[src/rtl/spi_burst_pkg.sv]
// Shared types and header field positions for the SPI burst instruction decoder.
package spi_burst_pkg;
  typedef enum logic [2:0] {
    ST_IDLE    = 3'd0,
    ST_WR_DATA = 3'd1,
    ST_WR_ACC  = 3'd2,
    ST_RD_ACC  = 3'd3,
    ST_RD_WAIT = 3'd4
  } state_e;

  localparam int HDR_RW       = 7;
  localparam int HDR_BURST    = 6;
  localparam int HDR_ADDR_MSB = 5;

  localparam logic [7:0] RD_FILL_DEF = 8'hFF;
endpackage

[src/rtl/burst_addr_ctr.sv]
// Burst address register: loads the header address, auto-increments with wrap at
// REG_COUNT, and reports whether the current address maps to an implemented register.
module burst_addr_ctr
  import spi_burst_pkg::*;
#(
  parameter int ADDR_W    = 6,
  parameter int REG_COUNT = 64
) (
  input  logic                  clk,
  input  logic                  rst_n,
  input  logic                  load_i,
  input  logic [HDR_ADDR_MSB:0] load_addr_i,
  input  logic                  inc_i,
  output logic [ADDR_W-1:0]     addr_o,
  output logic                  in_range_o
);
  logic [ADDR_W-1:0] addr_q, addr_d;
  logic              hi_bad_q, hi_bad_d;
  logic              hdr_hi_bad;

  // Header address bits beyond ADDR_W must be zero or the whole burst is out of range.
  generate
    if (ADDR_W < HDR_ADDR_MSB + 1) begin : g_hi
      assign hdr_hi_bad = |load_addr_i[HDR_ADDR_MSB:ADDR_W];
    end else begin : g_nohi
      assign hdr_hi_bad = 1'b0;
    end
  endgenerate

  always_comb begin
    addr_d   = addr_q;
    hi_bad_d = hi_bad_q;
    if (load_i) begin
      addr_d   = load_addr_i[ADDR_W-1:0];
      hi_bad_d = hdr_hi_bad;
    end else if (inc_i) begin
      addr_d = (32'(addr_q) == REG_COUNT - 1) ? '0 : addr_q + ADDR_W'(1);
    end
  end

  always_ff @(posedge clk or negedge rst_n) begin
    if (!rst_n) begin
      addr_q   <= '0;
      hi_bad_q <= 1'b0;
    end else begin
      addr_q   <= addr_d;
      hi_bad_q <= hi_bad_d;
    end
  end

  assign addr_o     = addr_q;
  assign in_range_o = !hi_bad_q && (32'(addr_q) < REG_COUNT);
endmodule

[src/rtl/spi_burst_decoder.sv]
// SPI header/burst decoder bridging the SPI slave byte stream to a strobe/ack register bank.
// All outputs come straight from registers; strobes are decoded from the state register only.
module spi_burst_decoder
  import spi_burst_pkg::*;
#(
  parameter int         ADDR_W    = 6,
  parameter int         REG_COUNT = 64,
  parameter logic [7:0] RD_FILL   = RD_FILL_DEF
) (
  input  logic              clk,
  input  logic              rst_n,
  input  logic              cs_active,
  input  logic              byte_sync,
  input  logic [7:0]        data_in,
  output logic [7:0]        data_out,
  output logic              reg_read,
  output logic              reg_write,
  output logic [ADDR_W-1:0] reg_addr,
  output logic [7:0]        reg_wdata,
  input  logic [7:0]        reg_rdata,
  input  logic              reg_ack,
  output logic              busy,
  output logic              err_addr,
  output logic              err_overrun,
  input  logic              err_clr
);
  state_e     state_q, state_d;
  logic       burst_q, burst_d;
  logic [7:0] dout_q, dout_d;
  logic [7:0] wdata_q, wdata_d;
  logic       err_addr_q, err_addr_d;
  logic       err_ovr_q, err_ovr_d;
  logic       ctr_load, ctr_inc, in_range;
  logic       addr_set, ovr_set, acc_done, bs_v;

  burst_addr_ctr #(.ADDR_W(ADDR_W), .REG_COUNT(REG_COUNT)) u_ctr (
    .clk        (clk),
    .rst_n      (rst_n),
    .load_i     (ctr_load),
    .load_addr_i(data_in[HDR_ADDR_MSB:0]),
    .inc_i      (ctr_inc),
    .addr_o     (reg_addr),
    .in_range_o (in_range)
  );

  assign bs_v = byte_sync & cs_active;
  // Suppressed (out-of-range) accesses finish on their own in one cycle.
  assign acc_done = in_range ? reg_ack : 1'b1;

  always_comb begin
    state_d  = state_q;
    burst_d  = burst_q;
    dout_d   = dout_q;
    wdata_d  = wdata_q;
    ctr_load = 1'b0;
    ctr_inc  = 1'b0;
    addr_set = 1'b0;
    ovr_set  = 1'b0;
    case (state_q)
      ST_IDLE: begin
        if (bs_v) begin
          ctr_load = 1'b1;
          burst_d  = data_in[HDR_BURST];
          state_d  = data_in[HDR_RW] ? ST_WR_DATA : ST_RD_ACC;
        end
      end
      ST_WR_DATA: begin
        if (!cs_active) begin
          state_d = ST_IDLE;
        end else if (byte_sync) begin
          wdata_d = data_in;
          state_d = ST_WR_ACC;
        end
      end
      ST_WR_ACC: begin
        ovr_set = bs_v;
        if (acc_done) begin
          addr_set = !in_range;
          if (burst_q && cs_active) begin
            ctr_inc = 1'b1;
            state_d = ST_WR_DATA;
          end else begin
            state_d = ST_IDLE;
          end
        end
      end
      ST_RD_ACC: begin
        ovr_set = bs_v;
        if (acc_done) begin
          addr_set = !in_range;
          dout_d   = in_range ? reg_rdata : RD_FILL;
          state_d  = cs_active ? ST_RD_WAIT : ST_IDLE;
        end
      end
      ST_RD_WAIT: begin
        if (!cs_active) begin
          state_d = ST_IDLE;
        end else if (byte_sync) begin
          if (burst_q) begin
            ctr_inc = 1'b1;
            state_d = ST_RD_ACC;
          end else begin
            state_d = ST_IDLE;
          end
        end
      end
      default: state_d = ST_IDLE;
    endcase
    // A new error event outranks a simultaneous clear.
    err_addr_d = addr_set | (err_addr_q & ~err_clr);
    err_ovr_d  = ovr_set  | (err_ovr_q  & ~err_clr);
  end

  always_ff @(posedge clk or negedge rst_n) begin
    if (!rst_n) begin
      state_q    <= ST_IDLE;
      burst_q    <= 1'b0;
      dout_q     <= '0;
      wdata_q    <= '0;
      err_addr_q <= 1'b0;
      err_ovr_q  <= 1'b0;
    end else begin
      state_q    <= state_d;
      burst_q    <= burst_d;
      dout_q     <= dout_d;
      wdata_q    <= wdata_d;
      err_addr_q <= err_addr_d;
      err_ovr_q  <= err_ovr_d;
    end
  end

  assign reg_read    = (state_q == ST_RD_ACC) && in_range;
  assign reg_write   = (state_q == ST_WR_ACC) && in_range;
  assign busy        = (state_q != ST_IDLE);
  assign data_out    = dout_q;
  assign reg_wdata   = wdata_q;
  assign err_addr    = err_addr_q;
  assign err_overrun = err_ovr_q;
endmodule

[config.mk]
export PLATFORM = sky130hd
export DESIGN_NAME = spi_burst_decoder
export DESIGN_NICKNAME = d
export VERILOG_FILES = /design/src/rtl/spi_burst_pkg.sv /design/src/rtl/burst_addr_ctr.sv /design/src/rtl/spi_burst_decoder.sv
export SDC_FILE = /design/constraint.sdc
export NUM_CORES = 1
export LEC_CHECK = 0
export ABC_AREA = 1
export CORE_MARGIN = 4
export CORE_UTILIZATION = 29
export CTS_CLUSTER_DIAMETER = 30
export CTS_CLUSTER_SIZE = 25
export DETAILED_ROUTE_END_ITERATION = 8
export PLACE_DENSITY_LB_ADDON = 0.05
export SLEW_MARGIN = 10
export SYNTH_ARGS = -nofsm -noshare
export SYNTH_HDL_FRONTEND = slang
export SYNTH_SLANG_ARGS = --single-unit
[constraint.sdc]
create_clock -name clk -period 2.85 [get_ports clk]
set_input_delay 0.4275 -clock clk [delete_from_list [all_inputs] [get_ports clk]]
set_output_delay 0.4275 -clock clk [all_outputs]
set_load 0.005 [all_outputs]
==> reports/metrics.csv, run 1 <==
stage,metric,value,unit
detailed_routing,Post-DRT Antenna Nets,0,
logic_synthesis,"FF+latch count, synth",28,
logic_synthesis,syn_area_per_cell,7.975,um2
critical_path,Max stage delay on crit path,520,ps
placement,Port Buf Inserts,48,
clock_tree,"Hold-fix buffers, CTS",0,
sta,Final Max Tran Viols,0,
global_route,grt peak-use layer,met2,
detailed_routing,DR vias,1254,
clock_tree,CTS clock-pin slew for the worst setup and hold paths,100,ps
critical_path,end of the critical path,reg_read,
clock_tree,Clock Tree Buf Depth,2,
clock_tree,clock insertion delay at the later pin of the skew report,270,ps
logic_synthesis,sequential fraction of the synthesis area,50.50,%
outcome,status,completed,
critical_path,"Critical Path, Cell by Cell",nor2_2 > inv_1 > nor2_1 > buf_4 > clkdlybuf4s50_1,
detailed_routing,vias per cell,4.560,
sta,tightest slew margin relative to the limit,74.23,%
detailed_routing,Routed Wire Length,3.568,mm
critical_path,CP bufs+invs,3,
detailed_routing,DRC,0,
sta,final setup vio count,0,
sta,Least-Margin Pin Slew,385.3,ps
clock_tree,CTS H-tree depth,1,
sta,Max Clock Freq,463.1,MHz
placement,cell total after placement,272,
critical_path,r2r endpoint,u_ctr.addr_o[0]$_DFFE_PN0P_,
critical_path,worst path required time,2420,ps
die,Rows,24,
detailed_routing,DR iter-0 viols,39,
critical_path,CP endpoint kind,primary output,
critical_path,CP startpoint,state_q[2]$_DFFE_PN0P_,
pwr,Lkg Pwr,0.9502,nW
placement,Post-DP HPWL,2.787,mm
clock_tree,clock tree from TritonCTS,done,
logic_synthesis,Cells after Synth,174,
global_route,total gr overflow,0,
critical_path,Stages on worst setup path,5,
cells_and_area,multi-input logic area,576.8,um2
sta,hold slack final,481.6,ps
die,Die Area,5955,um2
die,Core Region,4504,um2
critical_path,worst r2r src,state_q[0]$_DFFE_PN0P_,
cells_and_area,n_diodes,0,
critical_path,CP Class,reg2out,
clock_tree,CTS Sinks,28,
placement,Routability Congestion,0.8045,
logic_synthesis,synthesized area,1388,um2
sta,min Tclk post-route,2159,ps
die,Die Ht,77.17,um
cells_and_area,"most common cell after layout, fill and taps aside",nand2_1,
critical_path,CP startpoint kind,flop,
pwr,Cell Pwr Density,916.9,nW/um2
logic_synthesis,Synth Flop Type,dfrtp_1,
cells_and_area,Finished Layout Cells,275,
clock_tree,Num CTS Buffers,3,
sta,Fin. Hold Viols,0,
clock_tree,post_cts resized,0,
global_route,global-route track usage on met2,18.83,%
pwr,VDD IR max,0.0003535,V
sta,RSZ-0062 raised after global routing,no,
clock_tree,Post-CTS Setup Bufs,0,
die,Initial Util,30.81,%
job,max_cap viols,0,
sta,setup_tns,0,ps
global_route,initial antenna violation count,0,
global_route,met3 Resource Use GR,2.810,%
logic_synthesis,"Net Count, Synth",197,
global_route,met1 usage,17.58,%
logic_synthesis,ys async rst share,100.0,%
global_route,first-pass GRT wire length,5.940,mm
cells_and_area,Reg area,700.7,um2
global_route,vias in the first global route,1254,
cells_and_area,nets,248,
cells_and_area,most frequent cells in the layout,"nand2_1, clkdlybuf4s50_1, dfrtp_1, inv_1, nand3_1",
cells_and_area,fraction of layout cells with a size suffix above 1,9.865,%
critical_path,"Largest delay share family, worst path",buffers and inverters,
critical_path,slowest CP cell,clkdlybuf4s50_1,
logic_synthesis,Ys Warns,0,
critical_path,Reg2Reg Setup Slack,1410,ps
global_route,largest net degree at the start of global routing,29,
global_route,total track usage,12.36,%
sta,period utilization,75.77,%
die,Die W,77.17,um
die,# IOs,49,
cells_and_area,synthesis-to-layout area growth,41.12,%
logic_synthesis,Post-synth EDFFs,0,
critical_path,Crit path arrival time,1730,ps
detailed_routing,Pre-Repair DR Iteration Count,4,
sta,clk_skew,6.866,ps
critical_path,"Max FO, Critical Path",11,
logic_synthesis,Yosys cell types,21,
critical_path,worst r2r path cells,6,
cells_and_area,fill count,469,
hold_path,HP Class,reg2reg,
detailed_routing,WL per Instance,12.97,um
clock_tree,CTS Root Cell,clkbuf_8,
-- through the flow --
stage          cell area, um2  util [%]  setup WS [ps]  total power [mW]
6_report                 1958     43.47          690.7             1.795
5_1_grt                  1958     43.47          592.6             1.939
3_5_place_dp             1917     42.56          889.8             1.591
2_1_floorplan            1388         -           1565             1.105
3_3_place_gp             1917     42.56          945.0             1.582
4_1_cts                  1958     43.47          690.0             1.813
-- cells in the mapped netlist, types with 3 or more instances --
cell	instances	share of area [%]
o21ai_1	3	1.1
inv_1	18	4.9
nor2_1	8	2.2
o21ai_0	8	2.9
nand2_1	63	17
o21ai_2	6	3.8
nand3_1	17	6.1
inv_2	3	0.81
dfrtp_1	28	50
nor2_2	4	1.8
-- tightest hold or removal path, delay by kind of cell (launching register included) --
family / cells / cell delay, ps
AND/OR/NAND/NOR: 2 / 100
flip-flops: 1 / 350
-- state kept, by name (all words and copies together), names as in the netlist --
| name | cells |
|---|---|
| data_out | 8 |
| reg_wdata | 8 |
| u_ctr.addr_o | 6 |
| state_q | 3 |
| burst_q | 1 |
| err_addr | 1 |
| err_overrun | 1 |
-- cells by family after synthesis --
kind of cell,after synthesis,share of synthesized area (%)
AO/OA/AOI/OAI,21,9.738
XOR/XNOR,1,0.6313
adder cells (fa/ha/maj),1,0.9016
buffers and inverters,25,7.934
flip-flops,28,50.50
AND/OR/NAND/NOR,98,30.30
-- area by class of cell --
class | instances | share of cell area (%)
well taps | 52 | 3.323
multi-input cells | 121 | 29.46
repair buffers | 50 | 25.30
flip-flops and latches | 28 | 35.78
clock buffers | 3 | 2.109
inverters | 21 | 4.026
-- where the power goes --
part / leakage, nW / internal [mW] / switching [mW]
sequential: 0.357 / 0.572 / 0.136
combinational: 0.571 / 0.478 / 0.388
clock: 0.0216 / 0.0950 / 0.127
-- per-layer routing --
layer	routed length [um]	part of all wire, %
met5	0	0
met4	23	0.64
met3	252	7.1
met2	1548	43
met1	1743	49
-- worst min-delay path by stage --
stage,cells past startpoint,startpoint,slack [ps],end
after floorplan,0,rst_n,130,burst_q$_DFFE_PN0P_
after global placement,2,data_out[5]$_DFFE_PN0P_,450,data_out[5]$_DFFE_PN0P_
after detailed placement,2,reg_wdata[3]$_DFFE_PN0P_,460,reg_wdata[3]$_DFFE_PN0P_
after CTS,2,reg_wdata[3]$_DFFE_PN0P_,480,reg_wdata[3]$_DFFE_PN0P_
after global routing,2,data_out[6]$_DFFE_PN0P_,510,data_out[6]$_DFFE_PN0P_
final,2,reg_wdata[3]$_DFFE_PN0P_,480,reg_wdata[3]$_DFFE_PN0P_
No activity file was read; power rests on OpenSTA's default activity.
==> run 2: changes to the inputs <==
==> constraint.sdc (replaced) <==
create_clock -name clk -period 1.85 [get_ports clk]
set_input_delay 0.2775 -clock clk [delete_from_list [all_inputs] [get_ports clk]]
set_output_delay 0.2775 -clock clk [all_outputs]
set_load 0.005 [all_outputs]
==> run 2 against run 1 <==
- critical endpoint is now busy
- via count increased by 1.8%
- cell count increased by 1.8%
- design area increased by 2.6%
- power increased by 58%
- critical path depth decreased by 1
- highest routed layer unchanged
- register-to-register slack got worse by 1000 ps
- clock-buffer cell count increased by 1
- sequential cell count unchanged
- utilization increased by 1.1 points
- non-clock buffer count increased by 4
==> reports/metrics.csv, run 2 (synthesized netlist as in run 1, its figures left out) <==
stage,metric,value,unit,change
outcome,status,completed,,
sta,Final Max Tran Viols,0,,unchanged
detailed_routing,DR iter-0 viols,42,,+7.7%
clock_tree,CTS clock-pin slew for the worst setup and hold paths,100,ps,about the same
detailed_routing,DR vias,1277,,+1.8%
cells_and_area,"most common cell after layout, fill and taps aside",nand2_1,,
clock_tree,CTS H-tree depth,1,,unchanged
sta,Max Clock Freq,555.5,MHz,
cells_and_area,n_diodes,0,,unchanged
critical_path,CP Class,reg2out,,
critical_path,"Max FO, Critical Path",5,,-6
sta,min Tclk post-route,1800,ps,
sta,Setup WS post-layout,49.98,ps,-640.7 ps
pwr,Sw Share,35.60,%,-0.66 points
detailed_routing,Routed Wire Length,3.591,mm,+0.64%
cells_and_area,Util after Layout,44.58,%,+1.1 points
pwr,clock share of power,13.5,%,+1.1 points
global_route,total gr overflow,0,,unchanged
cells_and_area,fin area,2008,um2,+2.6%
critical_path,CP startpoint kind,flop,,
critical_path,worst r2r path cells,7,,+1
pwr,Lkg Pwr,0.9784,nW,+3.0%
critical_path,Reg2Reg Setup Slack,370,ps,-1040 ps
sta,RSZ-0062 raised after global routing,no,,
die,Rows,24,,unchanged
sta,hold slack final,380.2,ps,-101.4 ps
pwr,Seq pwr share,38.3,%,-1.1 points
cells_and_area,most frequent cells in the layout,"nand2_1, clkdlybuf4s50_1, dfrtp_1, nand3_1, inv_1",,
hold_path,HP Class,in2async,,
die,Core Region,4504,um2,unchanged
die,Die W,77.17,um,unchanged
global_route,vias in the first global route,1345,,+7.3%
placement,pre-CTS WS,199.7,ps,-690.2 ps
die,Initial Util,30.81,%,unchanged
placement,placed cell area,1939,um2,+1.2%
detailed_routing,Post-DRT Antenna Nets,0,,unchanged
clock_tree,CTS Sinks,28,,unchanged
die,# IOs,49,,unchanged
clock_tree,clock tree from TritonCTS,done,,
detailed_routing,routed length on met1,1.768,mm,+1.4%
global_route,first-pass GRT wire length,6.189,mm,+4.2%
global_route,total track usage,12.74,%,+0.39 points
pwr,VDD IR max,0.0005211,V,+47%
global_route,largest net degree at the start of global routing,29,,unchanged
clock_tree,CTS Root Cell,clkbuf_8,,
detailed_routing,DRC,0,,unchanged
sta,clk_skew,5.035,ps,-1.831 ps
critical_path,Crit path arrival time,1520,ps,-210 ps
clock_tree,clock insertion delay at the later pin of the skew report,270,ps,about the same
global_route,initial antenna violation count,0,,unchanged
critical_path,CP endpoint kind,primary output,,
sta,Fin. Hold Viols,0,,unchanged
critical_path,worst r2r src,state_q[2]$_DFFE_PN0P_,,
placement,Port Buf Inserts,48,,unchanged
cells_and_area,synthesis-to-layout area growth,44.73,%,
placement,Post-DP HPWL,2.775,mm,-0.41%
placement,Routability Congestion,0.8269,,+2.8%
sta,final setup vio count,0,,unchanged
cells_and_area,nets,252,,+1.6%
sta,setup_tns,0,ps,unchanged
sta,period utilization,97.30,%,
detailed_routing,Pre-Repair DR Iteration Count,4,,unchanged
pwr,Cell Pwr Density,1412,nW/um2,+54%
pwr,Net Sw Power,1.009,mW,+55%
pwr,Comb pwr share,48.2,%,about the same
clock_tree,"Hold-fix buffers, CTS",0,,unchanged
sta,Least-Margin Pin Slew,367.5,ps,-17.86 ps
sta,tightest slew margin relative to the limit,75.50,%,+1.3 points
detailed_routing,met2 wire length,1.655,mm,+6.9%
pwr,Pint,1.826,mW,+60%
die,Die Area,5955,um2,unchanged
detailed_routing,met3 WL,145,um,-42%
detailed_routing,WL per Instance,12.83,um,-1.2%
clock_tree,Num CTS Buffers,3,,unchanged
detailed_routing,vias per cell,4.561,,about the same
critical_path,r2r endpoint,reg_wdata[1]$_DFFE_PN0P_,,
cells_and_area,fraction of layout cells with a size suffix above 1,13.16,%,+3.3 points
critical_path,worst path required time,1570,ps,-850 ps
cells_and_area,fill count,455,,-3.0%
job,max_cap viols,0,,unchanged
detailed_routing,Max Used Layer,met4,,
die,Die Ht,77.17,um,unchanged
clock_tree,Clock Tree Buf Depth,2,,unchanged
-- run 2: area by class of cell --
cell class	instances	area [um2]	share of cell area, %
Sequential cell	28	700.7	34.89
Tap cell	52	65.06	3.240
Timing Repair Buffer	54	524.3	26.11
Inverter	21	78.83	3.925
Clock buffer	4	55.05	2.741
Multi-Input combinational cell	121	584.3	29.10
-- run 2: worst max path at each step --
stage | from | endpoint | depth (start not counted)
6_report | state_q[2]$_DFFE_PN0P_ | busy | 4
5_1_grt | state_q[0]$_DFFE_PN0P_ | busy | 3
4_1_cts | state_q[0]$_DFFE_PN0P_ | busy | 3
3_5_place_dp | cs_active | u_ctr.addr_o[1]$_DFFE_PN0P_ | 9
3_3_place_gp | cs_active | u_ctr.addr_o[5]$_DFFE_PN0P_ | 9
2_1_floorplan | state_q[2]$_DFFE_PN0P_ | reg_wdata[6]$_DFFE_PN0P_ | 7
-- run 2: routing by layer --
metal	track usage [%]	vias to the layer above
li1	-	656
met1	16.67	592
met2	20.81	27
met3	2.810	2
met4	4.093	0
met5	0	-
-- run 2: through the flow --
stage               instances  total power, mW
global route              280            3.091
detailed placement        275            2.457
global placement          275            2.444
CTS                       280            2.872
finish                    280            2.836
floorplan                 174            1.703
-- run 2: power by group through the flow --
stage | Combinational (mW) | Clock (mW) | Sequential, mW
6_report | 1.37 | 0.382 | 1.09
5_1_grt | 1.54 | 0.423 | 1.13
4_1_cts | 1.38 | 0.408 | 1.09
3_5_place_dp | 1.36 | 0 | 1.10
3_3_place_gp | 1.35 | 0 | 1.09
2_1_floorplan | 0.613 | 0 | 1.09
-- run 2: repair_timing --
action | 4_1_cts | 5_1_grt
pin swaps | 0 | 1
setup endpoints to repair | 1 | 1
buffers inserted | 1 | 0
hold endpoints to repair | 0 | 0
gates resized for setup | 2 | 3
-- run 2: worst max-delay path: stages, from the launching register on --
cell	delay, ps
dfrtp_1	420
buf_4	150
inv_2	50
nand2_1	110
clkdlybuf4s50_1	520
==> run 3: changes to the inputs <==
--- a/config.mk
+++ b/config.mk
@@ -15,4 +15,5 @@
 export SLEW_MARGIN = 10
 export SYNTH_ARGS = -nofsm -noshare
 export SYNTH_HDL_FRONTEND = slang
+export SYNTH_HIERARCHICAL = 1
 export SYNTH_SLANG_ARGS = --single-unit
==> run 3 against run 2 <==
- largest power group unchanged
- synthesized area grew 4.7%
- register-to-register slack worse by 100 ps
- power is 2.0% lower
- first-iteration DRC count grew 93%
- clock power down 14%
- die area increased by 4.2%
- utilization shrank 1.2 points
- highest routed layer unchanged
==> reports/metrics.csv, run 3 <==
stage,metric,value,unit,change
global_route,first-pass GRT wire length,6.085,mm,-1.7%
global_route,total gr overflow,0,,unchanged
logic_synthesis,sequential fraction of the synthesis area,48.23,%,-2.3 points
cells_and_area,fraction of layout cells with a size suffix above 1,15.79,%,+2.6 points
die,# IOs,49,,unchanged
logic_synthesis,"FF+latch count, synth",28,,unchanged
cells_and_area,most frequent cells in the layout,"clkdlybuf4s50_1, nand2_1, dfrtp_1, nor2_1, inv_1",,
placement,placed cell area,2001,um2,+3.2%
detailed_routing,met2 wire length,1.719,mm,+3.9%
logic_synthesis,top-count cell post-synth,nand2_1,,
logic_synthesis,mux cell area share after synthesis,0,%,unchanged
cells_and_area,synthesis-to-layout area growth,42.89,%,
sta,min Tclk post-route,1748,ps,-51.94 ps
die,Die Ht,78.78,um,+2.1%
pwr,Cell Pwr Density,1338,nW/um2,-5.2%
pwr,VDD IR max,0.0004906,V,-5.8%
global_route,initial antenna violation count,0,,unchanged
cells_and_area,Finished Layout Cells,295,,+5.4%
detailed_routing,Post-DRT Antenna Nets,0,,unchanged
cells_and_area,"most common cell after layout, fill and taps aside",clkdlybuf4s50_1,,
sta,Max Clock Freq,572.1,MHz,+3.0%
critical_path,Crit path arrival time,1470,ps,-50 ps
logic_synthesis,syn_area_per_cell,8.301,um2,+4.1%
detailed_routing,routed length on met1,1.668,mm,-5.7%
detailed_routing,DR vias,1335,,+4.5%
pwr,Pint,1.776,mW,-2.7%
sta,Final Max Tran Viols,0,,unchanged
detailed_routing,Routed Wire Length,3.635,mm,+1.2%
logic_synthesis,post-synth top area share,48.23,%,-2.3 points
sta,final setup vio count,0,,unchanged
sta,period utilization,94.49,%,-2.8 points
cells_and_area,nets,253,,+0.40%
detailed_routing,DR iter-0 viols,81,,+93%
logic_synthesis,Post-synth top cells,"nand2_1, dfrtp_1, nor2_1, inv_1, nand3_1",,
detailed_routing,WL per Instance,12.32,um,-3.9%
critical_path,worst path required time,1570,ps,about the same
clock_tree,Clock Tree Buf Depth,2,,unchanged
placement,Routability Congestion,0.8403,,+1.6%
logic_synthesis,main combinational cell family by area after synthesis,simple AND/OR/NAND/NOR gates,,
critical_path,CP Class,reg2out,,
hold_path,HP Class,in2async,,
detailed_routing,met3 WL,228,um,+57%
logic_synthesis,"Net Count, Synth",198,,+0.51%
die,Die W,78.78,um,+2.1%
outcome,status,completed,,
clock_tree,CTS clock-pin slew for the worst setup and hold paths,90,ps,about the same
detailed_routing,Max Used Layer,met4,,
pwr,clock share of power,11.8,%,-1.7 points
die,Initial Util,30.35,%,-0.45 points
logic_synthesis,Post-synth EDFFs,0,,unchanged
critical_path,"Largest delay share family, worst path",buffers and inverters,,
cells_and_area,n_diodes,0,,unchanged
logic_synthesis,Cells after Synth,175,,+0.57%
die,Rows,25,,+4.2%
clock_tree,CTS Root Cell,clkbuf_8,,
pwr,Comb pwr share,48.6,%,+0.4 points
logic_synthesis,Ys Warns,6,,+6
placement,pre-CTS WS,6.846,ps,-192.8 ps
logic_synthesis,post-synthesis xor/xnor area fraction,0.6029,%,-0.028 points
logic_synthesis,Yosys cell types,28,,+33%
pwr,Net Sw Power,1.002,mW,-0.75%
global_route,vias in the first global route,1335,,-0.74%
global_route,largest net degree at the start of global routing,29,,unchanged
sta,Setup WS post-layout,101.9,ps,+51.94 ps
detailed_routing,DRC,0,,unchanged
logic_synthesis,Synth area leader,dfrtp_1,,
placement,Post-DP HPWL,2.751,mm,-0.86%
pwr,Total Power,2.778,mW,-2.0%
logic_synthesis,synthesized area,1453,um2,+4.7%
detailed_routing,Pre-Repair DR Iteration Count,4,,unchanged
sta,RSZ-0062 raised after global routing,no,,
clock_tree,CTS Sinks,28,,unchanged
logic_synthesis,simple-gate portion of the synthesized area,27.30,%,-3.0 points
job,max_cap viols,0,,unchanged
clock_tree,Num CTS Buffers,3,,unchanged
logic_synthesis,compound-gate portion of the synthesized area,13.09,%,+3.4 points
critical_path,CP bufs+invs,4,,+1
placement,Port Buf Inserts,48,,unchanged
clock_tree,clock insertion delay at the later pin of the skew report,270,ps,about the same
clock_tree,clock tree from TritonCTS,done,,
cells_and_area,fin area,2076,um2,+3.4%
placement,cell total after placement,290,,+5.5%
clock_tree,CTS H-tree depth,1,,unchanged
clock_tree,"Hold-fix buffers, CTS",0,,unchanged
critical_path,CP endpoint kind,primary output,,
pwr,Sw Share,36.07,%,+0.47 points
critical_path,Max stage delay on crit path,420,ps,-100 ps
logic_synthesis,ys async rst share,100.0,%,unchanged
sta,clk_skew,1.276,ps,-3.759 ps
critical_path,"Critical Path, Cell by Cell",inv_2 > nor2_4 > buf_4 > inv_1 > nor3_1 > dlygate4sd2_1,,
cells_and_area,Util after Layout,43.37,%,-1.2 points
critical_path,slowest CP cell,dfrtp_1,,
critical_path,"Max FO, Critical Path",3,,-2
die,Die Area,6206,um2,+4.2%
pwr,Lkg Pwr,0.9684,nW,-1.0%
logic_synthesis,Synth Flop Type,dfrtp_1,,
detailed_routing,vias per cell,4.525,,-0.77%
global_route,total track usage,12.14,%,-0.60 points
critical_path,CP startpoint kind,flop,,
sta,Fin. Hold Viols,0,,unchanged
pwr,Seq pwr share,39.6,%,+1.3 points
logic_synthesis,synth top area cells,"dfrtp_1, nand2_1, nor2_1",,
die,Core Region,4786,um2,+6.3%
logic_synthesis,Post-Synth Adder-Cell Area,0.8613,%,-0.040 points
[run 3: layout make-up]
cell class | instances | area [um2]
Tap cell | 67 | 83.83
Clock buffer | 3 | 41.29
Sequential cell | 28 | 703.2
Inverter | 23 | 86.33
Timing Repair Buffer | 55 | 536.8
Fill cell | 498 | 2710
Multi-Input combinational cell | 119 | 624.3
[run 3: cell families after synthesis]
group / Yosys count
AO/OA/AOI/OAI: 28
XOR/XNOR: 1
adder cells (fa/ha/maj): 1
buffers and inverters: 28
flip-flops: 28
other: 1
AND/OR/NAND/NOR: 88
[run 3: worst paths after layout]
| check | from | end | slack, ps | depth (start not counted) |
|---|---|---|---|---|
| worst max-delay path | state_q[1]$_DFFE_PN0P_ | reg_write | 100 | 6 |
| worst min-delay path | rst_n | reg_wdata[7]$_DFFE_PN0P_ | 380 | 2 |
| worst max register to register | state_q[1]$_DFFE_PN0P_ | u_ctr/addr_o[5]$_DFFE_PN0P_ | 270 | 10 |
| worst min register to register | reg_wdata[3]$_DFFE_PN0P_ | reg_wdata[3]$_DFFE_PN0P_ | 490 | 2 |
| max in group asynchronous | rst_n | state_q[2]$_DFFE_PN0P_ | 1180 | 2 |
| min in group clk | reg_wdata[3]$_DFFE_PN0P_ | reg_wdata[3]$_DFFE_PN0P_ | 490 | 2 |
[run 3: stage by stage]
stage	setup TNS (ps)	hold WS (ps)
global route	0	421.5
CTS	-155.1	389.0
floorplan	0	-18.09
finish	0	378.6
detailed placement	0	469.3
global placement	0	467.1
[run 3: power groups by stage]
stage | Sequential [mW] | Combinational (mW) | Clock (mW)
detailed placement | 1.10 | 1.33 | 0
floorplan | 1.09 | 0.647 | 0
finish | 1.10 | 1.35 | 0.329
global route | 1.14 | 1.51 | 0.377
global placement | 1.10 | 1.31 | 0
CTS | 1.09 | 1.34 | 0.355
[run 3: timing repair]
item / in CTS / in global routing
cloned: 0 / 0
setup endpoints to repair: 3 / 6
gates resized for setup: 2 / 8
setup buffers: 1 / 1
pin swaps: 0 / 1
[run 3: layer usage]
layer	up-vias	track usage [%]
li1	663	-
met1	627	16.36
met2	43	19.27
met3	2	3.288
met4	0	3.147
met5	-	0
==> RTL change, RTL diff (settings of run 3) <==
Register the output `err_overrun` once more; this adds one clock of latency there. The other outputs are not delayed to match.
--- a/src/rtl/spi_burst_decoder.sv
+++ b/src/rtl/spi_burst_decoder.sv
@@ -136,5 +136,11 @@
   assign reg_wdata   = wdata_q;
   assign err_addr    = err_addr_q;
-  assign err_overrun = err_ovr_q;
+  always_ff @(posedge clk or negedge rst_n) begin
+    if (!rst_n) begin
+      err_overrun <= '0;
+    end else begin
+      err_overrun <= err_ovr_q;
+    end
+  end
 endmodule
 
Formal check against the unedited RTL: not equivalent (Yosys sat finds a counterexample within 4 cycles, from zero or initial values and one cycle with rst_n low).
==> RTL change against run 3 <==
Worst setup slack lost 12 ps; synthesized area grew 2.7%; utilization grew 3.4 points; routed wire length grew 2.2%; design area grew 9.2%; worst hold slack gained 5.3 ps; count of clock-buffer cells in the layout grew 2; power grew 20%; global-route usage grew 0.23 points; sequential cell count grew 1; critical path type unchanged; largest cell class unchanged.
==> RTL change: results (changes against run 3) <==
The flow ran to the end, and the final reports show no timing, DRC or antenna violations. Yosys attributes the largest share of cell area to sky130_fd_sc_hd__dfrtp_1 (49%), sky130_fd_sc_hd__nand2_1 (8.6%), sky130_fd_sc_hd__nor2_1 (6.0%). Xor and xnor fraction of the mapped netlist area: 0.587% (-0.016 points). The wire length per cell was 12.1 um (-1.8%).

The worst min-delay path class was reg -> reg. The tools report the critical register-to-register path endpoint as u_ctr/addr_o[2]. The routed metal-1 wirelength is 1710 um (+2.6%). The run gives 1.09 mW (+8.7%) as the switching component of the power. The clock skew came out at 4.87 ps (+3.60 ps). For the net count of the mapped netlist, the log shows 200 (+1.0%). The run gives 64 (-21%) as the DRC marker count from the first detailed-route iteration. The fraction of standard cell area in multi-input logic is 29.0% (-1.0 points). The cell area after synthesis is 1490 um^2 (+2.7%), and the number of placed instances, taps included is 296 (+2.1%).

The run gives 2090 um^2 (+4.7%) as the placed cell area. The number of multi-input combinational cells is 121 (+1.7%), and the met2 usage is 19.4% (+0.18 points). For the detailed route wirelength on metal2, the log shows 1650 um (-4.2%). The flip-flop and latch share of the layout cell area works out to 32.1% (-1.8 points). The clock slew seen by the registers of the worst setup and hold paths was 70 ps (-20 ps).

For the number of global-route vias before repair, the log shows 1318 (-1.3%). The fraction of area in clock buffers and inverters is 5.91% (+3.9 points), and the count of nets after finishing is 262 (+3.6%). The logs give 1.05 nW (+8.5%) for the total leakage power and 384 ps (+5.27 ps) for the worst hold margin.

The number of buffers created by CTS was 5 (+2); the number of gates resized after CTS was 4 (+2). The total via count after detailed routing was 1362 (+2.0%). The delay of the slowest critical-path stage works out to 450 ps (+30 ps).

The area share of fa/ha/maj cells after synthesis is 0.839% (-0.022 points), and the routing usage on met1 is 15.3% (-1.1 points). By count the netlist is led by sky130_fd_sc_hd__nand2_1 (34), sky130_fd_sc_hd__dfrtp_1 (29), sky130_fd_sc_hd__nor2_1 (24). The sequential cell count is 29 (+3.6%).

Setup slack at placement: 55.7 ps (+48.9 ps).
## RTL change: cell types whose count changed in the layout (fill, tap and decap cells not counted), moves of 2 or more
cell / change
sky130_fd_sc_hd__nand3_1: +2
sky130_fd_sc_hd__clkbuf_8: +2
sky130_fd_sc_hd__buf_4: +3
sky130_fd_sc_hd__a21oi_1: -2
sky130_fd_sc_hd__dfrtp_1: +2
sky130_fd_sc_hd__bufinv_16: +2
sky130_fd_sc_hd__nand2_1: -2
sky130_fd_sc_hd__a21oi_2: +2
## RTL change: power groups by stage
stage          Clock (mW)  Combinational [mW]  Sequential [mW]
2_1_floorplan           0               0.641             1.12
3_3_place_gp            0                1.38             1.13
3_5_place_dp            0                1.39             1.14
4_1_cts             0.811                1.43             1.13
5_1_grt             0.841                1.57             1.17
6_report            0.788                1.43             1.13
## RTL change: worst max-delay path: cells and delay by family, from the launching register on
family                 cells  cell delay [ps]
DFF                        1              410
buffers and inverters      2              610
and+or+nand+nor            2              180
